**src/rtl/fetch_if.sv**
```systemverilog
// Fetch-stage bus bundle: control inputs, instruction-memory port and IF/ID outputs.
//   master : fetch_unit side (drives pc, imem_addr, IF/ID register and decoded register fields)
//   slave  : environment side (drives stall/flush/redirects, answers imem reads)
interface fetch_if #(
  parameter int PC_W   = 16,
  parameter int INST_W = 16,
  parameter int OFF_W  = 6
);
  logic              stall;
  logic              flush;
  logic              branch_en;
  logic [OFF_W-1:0]  branch_off;
  logic              jump_en;
  logic [PC_W-1:0]   jump_target;
  logic [PC_W-1:0]   imem_addr;
  logic [INST_W-1:0] imem_rdata;
  logic [PC_W-1:0]   pc;
  logic [INST_W-1:0] instruction;
  logic [PC_W-1:0]   inst_pc;
  logic              valid;
  logic [2:0]        read1_addr;
  logic [2:0]        read2_addr;
  logic [2:0]        write_addr;
  logic [PC_W-1:0]   fetch_count;

  modport master (
    input  stall, flush, branch_en, branch_off, jump_en, jump_target, imem_rdata,
    output imem_addr, pc, instruction, inst_pc, valid,
           read1_addr, read2_addr, write_addr, fetch_count
  );

  modport slave (
    output stall, flush, branch_en, branch_off, jump_en, jump_target, imem_rdata,
    input  imem_addr, pc, instruction, inst_pc, valid,
           read1_addr, read2_addr, write_addr, fetch_count
  );
endinterface

```
**src/rtl/fetch_unit.sv**
```systemverilog
// Instruction fetch stage: PC register with jump/branch/sequential next-PC selection,
// combinational instruction-memory address, and the IF/ID pipeline register.
//   clk  : rising-edge clock
//   rst  : asynchronous active-high reset (clears pc, IF/ID register and fetch_count)
//   bus  : fetch_if.master -- stall/flush/redirect controls in, imem read port,
//          pc / instruction / inst_pc / valid / register fields / fetch_count out
module fetch_unit #(
  parameter int PC_W       = 16,
  parameter int INST_W     = 16,
  parameter int OFF_W      = 6,
  parameter bit SIGNED_OFF = 1'b1
) (
  input  logic    clk,
  input  logic    rst,
  fetch_if.master bus
);

  logic [PC_W-1:0]   pc_q, pc_nxt, off_ext, ipc_q, cnt_q;
  logic [INST_W-1:0] inst_q;
  logic              vld_q;

  // Offset widened to PC_W; wrap-around of the add gives modulo-2^PC_W behaviour.
  assign off_ext = SIGNED_OFF ? {{(PC_W-OFF_W){bus.branch_off[OFF_W-1]}}, bus.branch_off}
                              : {{(PC_W-OFF_W){1'b0}}, bus.branch_off};

  // Redirects win over stall; stall only freezes the sequential advance.
  always_comb begin
    pc_nxt = pc_q + 1'b1;
    if (bus.jump_en)        pc_nxt = bus.jump_target;
    else if (bus.branch_en) pc_nxt = pc_q + off_ext;
    else if (bus.stall)     pc_nxt = pc_q;
  end

  always_ff @(posedge clk or posedge rst) begin
    if (rst) begin
      pc_q   <= '0;
      inst_q <= '0;
      ipc_q  <= '0;
      vld_q  <= 1'b0;
      cnt_q  <= '0;
    end else begin
      pc_q <= pc_nxt;
      // Flush squashes the capture regardless of stall; inst_pc is left stale.
      if (bus.flush) begin
        inst_q <= '0;
        vld_q  <= 1'b0;
      end else if (!bus.stall) begin
        inst_q <= bus.imem_rdata;
        ipc_q  <= pc_q;
        vld_q  <= 1'b1;
        cnt_q  <= cnt_q + 1'b1;
      end
    end
  end

  assign bus.imem_addr   = pc_q;
  assign bus.pc          = pc_q;
  assign bus.instruction = inst_q;
  assign bus.inst_pc     = ipc_q;
  assign bus.valid       = vld_q;
  assign bus.fetch_count = cnt_q;
  assign bus.read1_addr  = inst_q[8:6];
  assign bus.read2_addr  = inst_q[5:3];
  assign bus.write_addr  = inst_q[11:9];

endmodule

```
**src/flat_wrapper.sv**
```systemverilog
// flat-port wrapper written by rule: the top's interface ports become plain ports
module fetch_unit_flat 
#(
  parameter int PC_W       = 16,
  parameter int INST_W     = 16,
  parameter int OFF_W      = 6,
  parameter bit SIGNED_OFF = 1'b1
)
  (clk, rst, bus_stall, bus_flush, bus_branch_en, bus_branch_off, bus_jump_en, bus_jump_target, bus_imem_rdata, bus_imem_addr, bus_pc, bus_instruction, bus_inst_pc, bus_valid, bus_read1_addr, bus_read2_addr, bus_write_addr, bus_fetch_count);
  fetch_if #(.PC_W(PC_W), .INST_W(INST_W), .OFF_W(OFF_W)) bus_i ();
  input  logic clk;
  input  logic rst;
  input wire logic [$bits(bus_i.stall)-1:0] bus_stall;
  input wire logic [$bits(bus_i.flush)-1:0] bus_flush;
  input wire logic [$bits(bus_i.branch_en)-1:0] bus_branch_en;
  input wire logic [$bits(bus_i.branch_off)-1:0] bus_branch_off;
  input wire logic [$bits(bus_i.jump_en)-1:0] bus_jump_en;
  input wire logic [$bits(bus_i.jump_target)-1:0] bus_jump_target;
  input wire logic [$bits(bus_i.imem_rdata)-1:0] bus_imem_rdata;
  output wire logic [$bits(bus_i.imem_addr)-1:0] bus_imem_addr;
  output wire logic [$bits(bus_i.pc)-1:0] bus_pc;
  output wire logic [$bits(bus_i.instruction)-1:0] bus_instruction;
  output wire logic [$bits(bus_i.inst_pc)-1:0] bus_inst_pc;
  output wire logic [$bits(bus_i.valid)-1:0] bus_valid;
  output wire logic [$bits(bus_i.read1_addr)-1:0] bus_read1_addr;
  output wire logic [$bits(bus_i.read2_addr)-1:0] bus_read2_addr;
  output wire logic [$bits(bus_i.write_addr)-1:0] bus_write_addr;
  output wire logic [$bits(bus_i.fetch_count)-1:0] bus_fetch_count;
  assign bus_i.stall = bus_stall;
  assign bus_i.flush = bus_flush;
  assign bus_i.branch_en = bus_branch_en;
  assign bus_i.branch_off = bus_branch_off;
  assign bus_i.jump_en = bus_jump_en;
  assign bus_i.jump_target = bus_jump_target;
  assign bus_i.imem_rdata = bus_imem_rdata;
  assign bus_imem_addr = bus_i.imem_addr;
  assign bus_pc = bus_i.pc;
  assign bus_instruction = bus_i.instruction;
  assign bus_inst_pc = bus_i.inst_pc;
  assign bus_valid = bus_i.valid;
  assign bus_read1_addr = bus_i.read1_addr;
  assign bus_read2_addr = bus_i.read2_addr;
  assign bus_write_addr = bus_i.write_addr;
  assign bus_fetch_count = bus_i.fetch_count;
  fetch_unit #(.PC_W(PC_W), .INST_W(INST_W), .OFF_W(OFF_W), .SIGNED_OFF(SIGNED_OFF)) u_core (.clk(clk), .rst(rst), .bus(bus_i));
endmodule
```
**config.mk**
```make
export PLATFORM = sky130hd
export DESIGN_NAME = fetch_unit_flat
export DESIGN_NICKNAME = d
export VERILOG_FILES = /design/src/rtl/fetch_if.sv /design/src/rtl/fetch_unit.sv /design/src/flat_wrapper.sv
export SDC_FILE = /design/constraint.sdc
export NUM_CORES = 1
export LEC_CHECK = 0
export CAP_MARGIN = 20
export CORE_MARGIN = 2
export CORE_UTILIZATION = 35
export CTS_CLUSTER_DIAMETER = 50
export DETAILED_ROUTE_END_ITERATION = 10
export PLACE_DENSITY = 0.77
export SYNTH_ARGS = -nofsm -noshare
export SYNTH_HDL_FRONTEND = slang
export SYNTH_SLANG_ARGS = --single-unit
```
**constraint.sdc**
```tcl
create_clock -name clk -period 6.2 [get_ports clk]
set_clock_uncertainty 0.1 [all_clocks]
set_input_delay 1.24 -clock clk [delete_from_list [all_inputs] [get_ports clk]]
set_output_delay 1.24 -clock clk [all_outputs]
set_load 0.005 [all_outputs]
```
Word-level counts from Yosys, hierarchy flattened
Index checks and enable logic that the tools add are counted.
- add/subtract/negate cells: 3
- equal/unequal tests: 2
- mux-type cells: 7
- bitwise operators: 2
- reduce and logical (&&, ||, !) cells: 1
- operators by type and width (kind ; number):
    16-bit two-way mux ; 5
    16-bit by 1-bit adder with 16-bit output, second input constant ; 2
    16-bit adder ; 1
    3-bit by 1-bit inequality test with 1-bit output, second input constant ; 1
    1-bit two-way mux ; 2
    2-bit by 1-bit inequality test with 1-bit output, second input constant ; 1
    1-bit NOT ; 2
    2-bit AND reduction ; 1
- register bits: 65
- output and inout bits: 90

Longest topological paths before layout
Gate-level depths: netlist of the first run.
- depth in word-level cells: 4
- mapped depth: 8

Worst setup path after synthesis of the first run
Ideal clock, no wire load.
- kind: input to register
- start point: in bus_branch_off[0]
- end point: reg u_core.pc_q[6], in the netlist u_core.bus.imem_addr[6]
- library setup time: 0.125 ns
- arrival: 3.127 ns
- required time: 5.975 ns
- setup slack: 2.848 ns
- stages on the path: 8
- path buffers: 0
- cell sequence: nand2b_1 > ha_1 > fa_1 > a211o_1 > a2111oi_0 > a21oi_1 > xnor2_1 > mux2_2
- cells in the longest elaborated chain, start to end: 3
- ends and longest elaborated chain (element ; line ; source):
    from (decl) ; flat_wrapper.sv:16 ; input wire logic [$bits(bus_i.branch_off)-1:0] bus_branch_off;
    16-bit adder ; fetch_unit.sv:30 ; else if (bus.branch_en) pc_nxt = pc_q + off_ext;
    16-bit two-way mux ; fetch_unit.sv:30 ;
    16-bit two-way mux ; fetch_unit.sv:29 ; if (bus.jump_en) pc_nxt = bus.jump_target;
    to (signal assigned) ; fetch_unit.sv:42 ; pc_q <= pc_nxt;
    to (decl) ; fetch_unit.sv:18 ; logic [PC_W-1:0] pc_q, pc_nxt, off_ext, ipc_q, cnt_q;
Every way passes these cells.
A chain may end at the register's enable or synchronous reset.

Worst setup path after layout of the first run
- start point: in bus_branch_en
- end point: reg u_core.pc_q[6], in the netlist u_core.bus.imem_addr[6]
- cells in the longest elaborated chain, start to end: 2
- elaborated cells on any way between the ends: 3
- those cells by class: eq/ne: 1; mux: 2
- ends and longest elaborated chain (element ; line ; source):
    from (decl) ; flat_wrapper.sv:15 ; input wire logic [$bits(bus_i.branch_en)-1:0] bus_branch_en;
    16-bit two-way mux ; fetch_unit.sv:30 ;
    16-bit two-way mux ; fetch_unit.sv:29 ;
Parallel ways exist; a longest one is shown, timed or not.

==> metrics.log, run 1 <==
[metrics] headroom to the max-slew limit: between 40 and 50%
[metrics] proportion of register bits with asynchronous set or reset after synthesis: 100%
[metrics] combined global-route utilization of all metal layers: about 17%
[metrics] global routing usage on met1: a little over a fifth
[metrics] Routability Congestion: approximately 0.85
[metrics] critical path data arrival time: ~4.1 ns
[metrics] worst-margin pin slew: between 0.8 and 0.9 ns
[metrics] Sinks on Clock Net: between 60 and 70
[metrics] number of buffers added for setup after CTS: 0
[metrics] Final ANT Viol Nets: 0
[metrics] IR drop worst, VDD: approximately 0.094 mV
[metrics] die footprint: approximately 11000 um^2
[metrics] global-route met2 utilization: between 20 and 30%
[metrics] total wirelength of the detailed-routed design: about 9100 um
[metrics] detail-routed net length per standard cell: between 15 and 20 um
[metrics] Avg Inst Size Synth: between 10 and 15 um^2
[metrics] element type at the critical path start: input pin
[metrics] critical path capture point type: flip-flop
[metrics] number of buffers on the longest clock path: 2
[metrics] GRT Residual Overflow: 0
[metrics] top-level I/O count: 134
[metrics] CTS tree: built
[metrics] total standard cell area after synthesis: between 3000 and 4000 um^2
[metrics] result of the run: completed
[metrics] CTS buffer count: 9
[metrics] number of antenna violations at the first check in global routing: 0
[metrics] n_diodes: 0
[metrics] power per cell area: 258 nW/um^2
[metrics] number of global-route vias before repair: 3085
[metrics] effective utilization at floorplan: between 30% and 40%
[metrics] yosys synthesis warning count: 0
[metrics] clock root cell: clkbuf_8
[metrics] post-synth cell types: 52
[metrics] DIE WIDTH: ~100 um
[metrics] # H-tree levels: 3
[metrics] placed wire-length estimate: approximately 6600 um
[metrics] power after layout: ~1300 uW
[metrics] DRC marker count from the first detailed-route iteration: 88
[metrics] synthesized instance count: 345
[metrics] top cell type by total area after synthesis: dfrtp_1
[metrics] via count normalized by instance count: just over 5
[metrics] number of remaining DRC errors: 0
[metrics] Max Fanout on Critical Path: 10
[metrics] core area: just under 10000 um^2
[metrics] Final Net Count: 504
[metrics] count of final setup violators: 0
[metrics] flip-flop and latch count after synthesis: 65
[metrics] Final Hold Vio Count: 0
[metrics] type of the setup path with the least slack: input pin to flip-flop
[metrics] Slew Viols, Final: 0
[metrics] Setup WS pre-CTS: roughly 1.9 ns
[metrics] most common library cells after synthesis: dfrtp_1 (65), nor2_1 (33), buf_4 (25), mux2i_1 (20), nand2_1 (19)
[metrics] die outline height: approximately 100 um
[metrics] final worst path period need: 4.00 ns
[metrics] number of port buffers: ~130
[metrics] period utilisation layout: 64.5%
[metrics] CTS clk-pin slew, worst paths: about 0.07 ns
[metrics] tightest hold margin: 0.370 ns
[metrics] post-cts hold buffer count: 0
[metrics] Setup WS post-layout: about 2.2 ns
[metrics] met3 Use GR: approximately 4.4%
[metrics] leading cell types by total area after synthesis: dfrtp_1 (46%), mux2_2 (5.7%), mux2i_1 (5.6%), buf_4 (5.3%), nor2_1 (3.5%)
[metrics] Lkg Pwr: ~0.0021 uW
[metrics] required time of the critical path: approximately 6.3 ns
[metrics] vias after detailed routing: between 3k and 4k
[metrics] maxcap violations: 0
[metrics] syn nets: slightly below 400
[metrics] std cell rows: 36
[metrics] most common cell in the netlist: dfrtp_1
[metrics] worst min-delay path category: flip-flop to flip-flop
[metrics] Area growth syn-to-layout: 41.9%
[metrics] share of Yosys cell area claimed by the top area cell type: roughly 46%
[metrics] Detailed Routing Iterations Pass 1: 5
[metrics] ys flop type: dfrtp_1
[metrics] wire length of the first global-routing pass: 15200 um
[metrics] number of enable-type register cells in the synthesized netlist: 0
[metrics] quantity of gates resized following cts: 0
[metrics] largest net degree at the start of global routing: 66
[metrics] layer with the highest usage after global routing: met2
[metrics] layout cell share with drive strength beyond 1: 10.5%
[metrics] Max Clk Rate: ~0.25 GHz
[metrics] setup repair after global routing missed its margin: no
[metrics] setup TNS after final layout: 0 ns
[metrics] worst-skew pair later-pin latency: around 0.34 ns
[metrics] share of the yosys chip area belonging to registers: between 40% and 50%
[metrics by stage]
stage	instances	area, um^2	utilization, %
floorplan	345	3560	-
global route	591	5060	51.5
finish	591	5060	51.5
CTS	590	5030	51.2
global placement	574	4830	49.2
detailed placement	574	4830	49.2
[routing by layer]
layer	up-vias	wire [um]
met4	0	123
met1	1449	3900
met2	117	4490
met5	-	0
li1	1424	-
met3	13	582
[registers in the layout, indices dropped and copies added (netlist names)]
signal                  cells
u_core.bus.fetch_count     16
u_core.bus.imem_addr       16
u_core.bus.valid            1
u_core.bus.inst_pc         16
u_core.bus.instruction     16
[layout by cell type, fill, tap and decap left out, types with 2 or more instances in the layout]
cell type        synthesis  routed
nand2_1                 19      19
inv_1                    6       5
nand4_1                  8       8
clkdlybuf4s50_1          0     133
nor3_1                   7       7
o21bai_1                 2       2
xor2_1                   8       8
and3b_1                  2       2
or4_4                    2       2
nor2b_1                  5       5
o2111ai_1                2       2
mux2_2                  18      18
clkbuf_8                 0      13
clkbuf_1                 9       2
and2_1                   5       5
or3_1                    3       3
or4_1                    3       3
dfrtp_1                 65      65
xnor2_1                 13      13
o21ai_0                 12      12
buf_4                   25       4
a21o_1                   2       2
mux2i_1                 20      20
o21a_1                   3       3
a2bb2oi_1                2       2
ha_1                     6       6
nor4_1                   5       5
nor2_1                  33      32
o31a_1                   2       2
nand3_1                 11      11
a31oi_1                  2       2
a222oi_1                 2       2
nand2b_1                 4       4
a41oi_1                  2       2
a2111oi_0                3       3
or3_2                    2       2
a21oi_1                 11      11
[worst max-delay path: stages]
cell	delay (ns)
clkdlybuf4s50_1	0.71
nand2b_1	0.11
ha_1	0.23
fa_1	0.43
a211o_1	0.38
a2111oi_0	0.49
a21oi_1	0.12
xnor2_1	0.15
mux2_2	0.26
[cell families after synthesis]
kind of cell,after synthesis,synth area share [%]
DFF,65,45.7
AOI/OAI and AO/OA,51,9.98
adders and majority gates,7,2.67
and+or+nand+nor,115,17.2
buffers and inverters,48,7.97
xor gates and xnor gates,21,5.16
muxes,38,11.3
[cell type report]
| cell class | count | area [um^2] |
|---|---|---|
| Tap cell | 133 | 166 |
| Clock buffer | 15 | 186 |
| Inverter | 7 | 26.3 |
| Multi-Input combinational cell | 232 | 1650 |
| Fill cell | 938 | 4760 |
| Timing Repair Buffer | 138 | 1390 |
| Sequential cell | 65 | 1630 |
| Clock inverter | 1 | 7.51 |
[power breakdown]
| part | leakage (uW) | total (uW) | switching, uW | internal, uW |
|---|---|---|---|---|
| Sequential | 0.000810 | 563 | 74.7 | 488 |
| Clock | 0.0000960 | 348 | 158 | 190 |
| Combinational | 0.00118 | 395 | 144 | 251 |
[path summary, 6_finish.rpt]
| check | slack [ns] | from | cells past startpoint | endpoint |
|---|---|---|---|---|
| setup / recovery | 2.20 | bus_branch_en | 9 | u_core.bus.imem_addr[6] |
| hold / removal | 0.37 | u_core.bus.fetch_count[15] | 1 | u_core.bus.fetch_count[15] |
| setup reg to reg | 3.45 | u_core.bus.imem_addr[0] | 7 | u_core.bus.imem_addr[6] |
| hold reg to reg | 0.37 | u_core.bus.fetch_count[15] | 1 | u_core.bus.fetch_count[15] |
| max in group asynchronous | 4.10 | rst | 3 | u_core.bus.valid |
| min in group asynchronous | 1.37 | rst | 3 | u_core.bus.fetch_count[8] |
No activity file was read; power rests on OpenSTA's default activity.
==> run 2, diff against run 1 <==
==> constraint.sdc (replaced) <==
create_clock -name clk -period 3.7 [get_ports clk]
set_clock_uncertainty 0.1 [all_clocks]
set_input_delay 0.74 -clock clk [delete_from_list [all_inputs] [get_ports clk]]
set_output_delay 0.74 -clock clk [all_outputs]
set_load 0.005 [all_outputs]
==> metrics.log, run 2 (same netlist as run 1, synthesis figures left out) <==
[metrics] result of the run: completed
[metrics] Routability Congestion: 0.838 (-1.5%)
[metrics] CTS buffer count: 9 (unchanged)
[metrics] setup TNS after final layout: 0 ns (unchanged)
[metrics] critical path capture point type: flip-flop
[metrics] Sinks on Clock Net: 65 (unchanged)
[metrics] n_diodes: 0 (unchanged)
[metrics] GRT Residual Overflow: 0 (unchanged)
[metrics] setup repair after global routing missed its margin: no
[metrics] number of remaining DRC errors: 0 (unchanged)
[metrics] Area growth syn-to-layout: 43.1%
[metrics] number of buffers added for setup after CTS: 0 (unchanged)
[metrics] # H-tree levels: 3 (unchanged)
[metrics] combined global-route utilization of all metal layers: 17.8% (+0.70 points)
[metrics] Register Area: 1630 um^2 (unchanged)
[metrics] top-level I/O count: 134 (unchanged)
[metrics] IR drop worst, VDD: 0.234 mV (+150%)
[metrics] total wirelength of the detailed-routed design: 9550 um (+5.0%)
[metrics] placed wire-length estimate: 6940 um (+5.7%)
[metrics] layout cell share with drive strength beyond 1: 11.3% (+0.80 points)
[metrics] CTS tree: built
[metrics] Max Clk Rate: 0.308 GHz
[metrics] type of the setup path with the least slack: input pin to flip-flop
[metrics] number of buffers on the longest clock path: 2 (unchanged)
[metrics] wire length of the first global-routing pass: 15800 um (+4.1%)
[metrics] commonest non-fill, non-tap cell in the layout: clkdlybuf4s50_1
[metrics] headroom to the max-slew limit: 58.6% (+14 points)
[metrics] worst-margin pin slew: 0.620 ns (-0.206 ns)
[metrics] clock root cell: clkbuf_8
[metrics] DRC marker count from the first detailed-route iteration: 105 (+19%)
[metrics] Final ANT Viol Nets: 0 (unchanged)
[metrics] Final Hold Vio Count: 0 (unchanged)
[metrics] maxcap violations: 0 (unchanged)
[metrics] highest-count cells in the layout ignoring fill and taps: clkdlybuf4s50_1 (133), dfrtp_1 (65), nor2_1 (32)
[metrics] detail-routed net length per standard cell: 16.1 um (+4.5%)
[metrics] die outline height: 105 um (unchanged)
[metrics] power after layout: 2290 uW (+75%)
[metrics] number of global-route vias before repair: 3090 (+0.16%)
[metrics] via count normalized by instance count: 5.09 (+0.22%)
[metrics] buffers and inverters on the worst path: 1 (unchanged)
[metrics] vias after detailed routing: 3025 (+0.73%)
[metrics] Max Fanout on Critical Path: 5 (-5)
[metrics] worst min-delay path category: flip-flop to flip-flop
[metrics] Detailed Routing Iterations Pass 1: 4 (-1)
[metrics] CTS clk-pin slew, worst paths: 0.08 ns (about the same)
[metrics] largest net degree at the start of global routing: 66 (unchanged)
[metrics] element type at the critical path start: input pin
[metrics] core area: 9820 um^2 (unchanged)
[metrics] number of inserted filler cells in the final layout: 928 (-1.1%)
[metrics] std cell rows: 36 (unchanged)
[metrics] critical path data arrival time: 3.37 ns (-0.76 ns)
[metrics] required time of the critical path: 3.82 ns (-2.51 ns)
[metrics] number of antenna violations at the first check in global routing: 0 (unchanged)
[metrics] footprint of the multi-input gates: 1650 um^2 (unchanged)
[metrics] worst-path cell with the longest stage delay: clkdlybuf4s50_1
[metrics] die footprint: 11000 um^2 (unchanged)
[metrics] Crit path largest cell delay: 0.59 ns (-0.12 ns)
[metrics] DIE WIDTH: 105 um (unchanged)
[metrics] Slew Viols, Final: 0 (unchanged)
[metrics] Critical Path, Cell by Cell: clkdlybuf4s50_1 -> nand2b_1 -> ha_1 -> fa_1 -> a211o_1 -> a2111oi_0 -> a21oi_1 -> xnor2_1 -> mux2_2
[metrics] quantity of gates resized following cts: 0 (unchanged)
[metrics] effective utilization at floorplan: 36.3% (unchanged)
[metrics] power per cell area: 448 nW/um^2 (+74%)
[metrics] final worst path period need: approximately 3.2 ns
[metrics] worst-skew pair later-pin latency: 0.34 ns (about the same)
[metrics] Final Net Count: 507 (+0.60%)
[metrics] count of final setup violators: 0 (unchanged)
[metrics] period utilisation layout: 87.8%
[metrics] CP top delay family: compound AO/OA/AOI/OAI gates
[metrics] Lkg Pwr: 0.00211 uW (+0.88%)
[metrics] number of port buffers: 133 (unchanged)
[metrics] post-cts hold buffer count: 0 (unchanged)
==> run 2: layer usage <==
metal | track usage [%] | routed length (um) | share of wire [%] | up-vias
met5 | 0 | 0 | 0 | -
met4 | 3.90 | 62 | 0.65 | 0
met3 | 5.12 | 612 | 6.4 | 8
met2 | 31.0 | 4830 | 51 | 114
met1 | 21.9 | 4050 | 42 | 1476
li1 | - | - | - | 1427
==> run 2: per-stage QoR <==
step                setup slack [ns]  cell area, um^2  hold slack (ns)  instances  utilization [%]
floorplan                      0.848             3560            0.365        345                -
global placement               0.174             4880            0.357        578             49.7
detailed placement             0.151             4880            0.360        578             49.7
CTS                            0.485             5100            0.376        594             51.9
global route                   0.346             5100            0.406        594             51.9
finish                         0.451             5100            0.372        594             51.9
==> run 2: area by class of cell <==
cell class                 count  area share [%]
clock buffer                  10            2.50
clock inverter                 6            1.82
tap                          133            3.26
sequential                    65            31.9
multi-input combinational    232            32.4
timing repair buffer         141            27.5
inverter                       7           0.515
==> run 2: final timing paths <==
check	from	to	slack, ns	cells after the start
setup / recovery	bus_branch_en	u_core.bus.imem_addr[6]	0.45	9
hold / removal	u_core.bus.fetch_count[15]	u_core.bus.fetch_count[15]	0.37	1
setup reg to reg	u_core.bus.imem_addr[0]	u_core.bus.imem_addr[6]	1.05	7
hold reg to reg	u_core.bus.fetch_count[15]	u_core.bus.fetch_count[15]	0.37	1
max in group asynchronous	rst	u_core.bus.imem_addr[7]	2.53	3
min in group asynchronous	rst	u_core.bus.fetch_count[9]	0.66	3
==> run 2: power breakdown <==
part	switching, uW	internal [uW]
clock	291	382
sequential	127	817
combinational	245	423
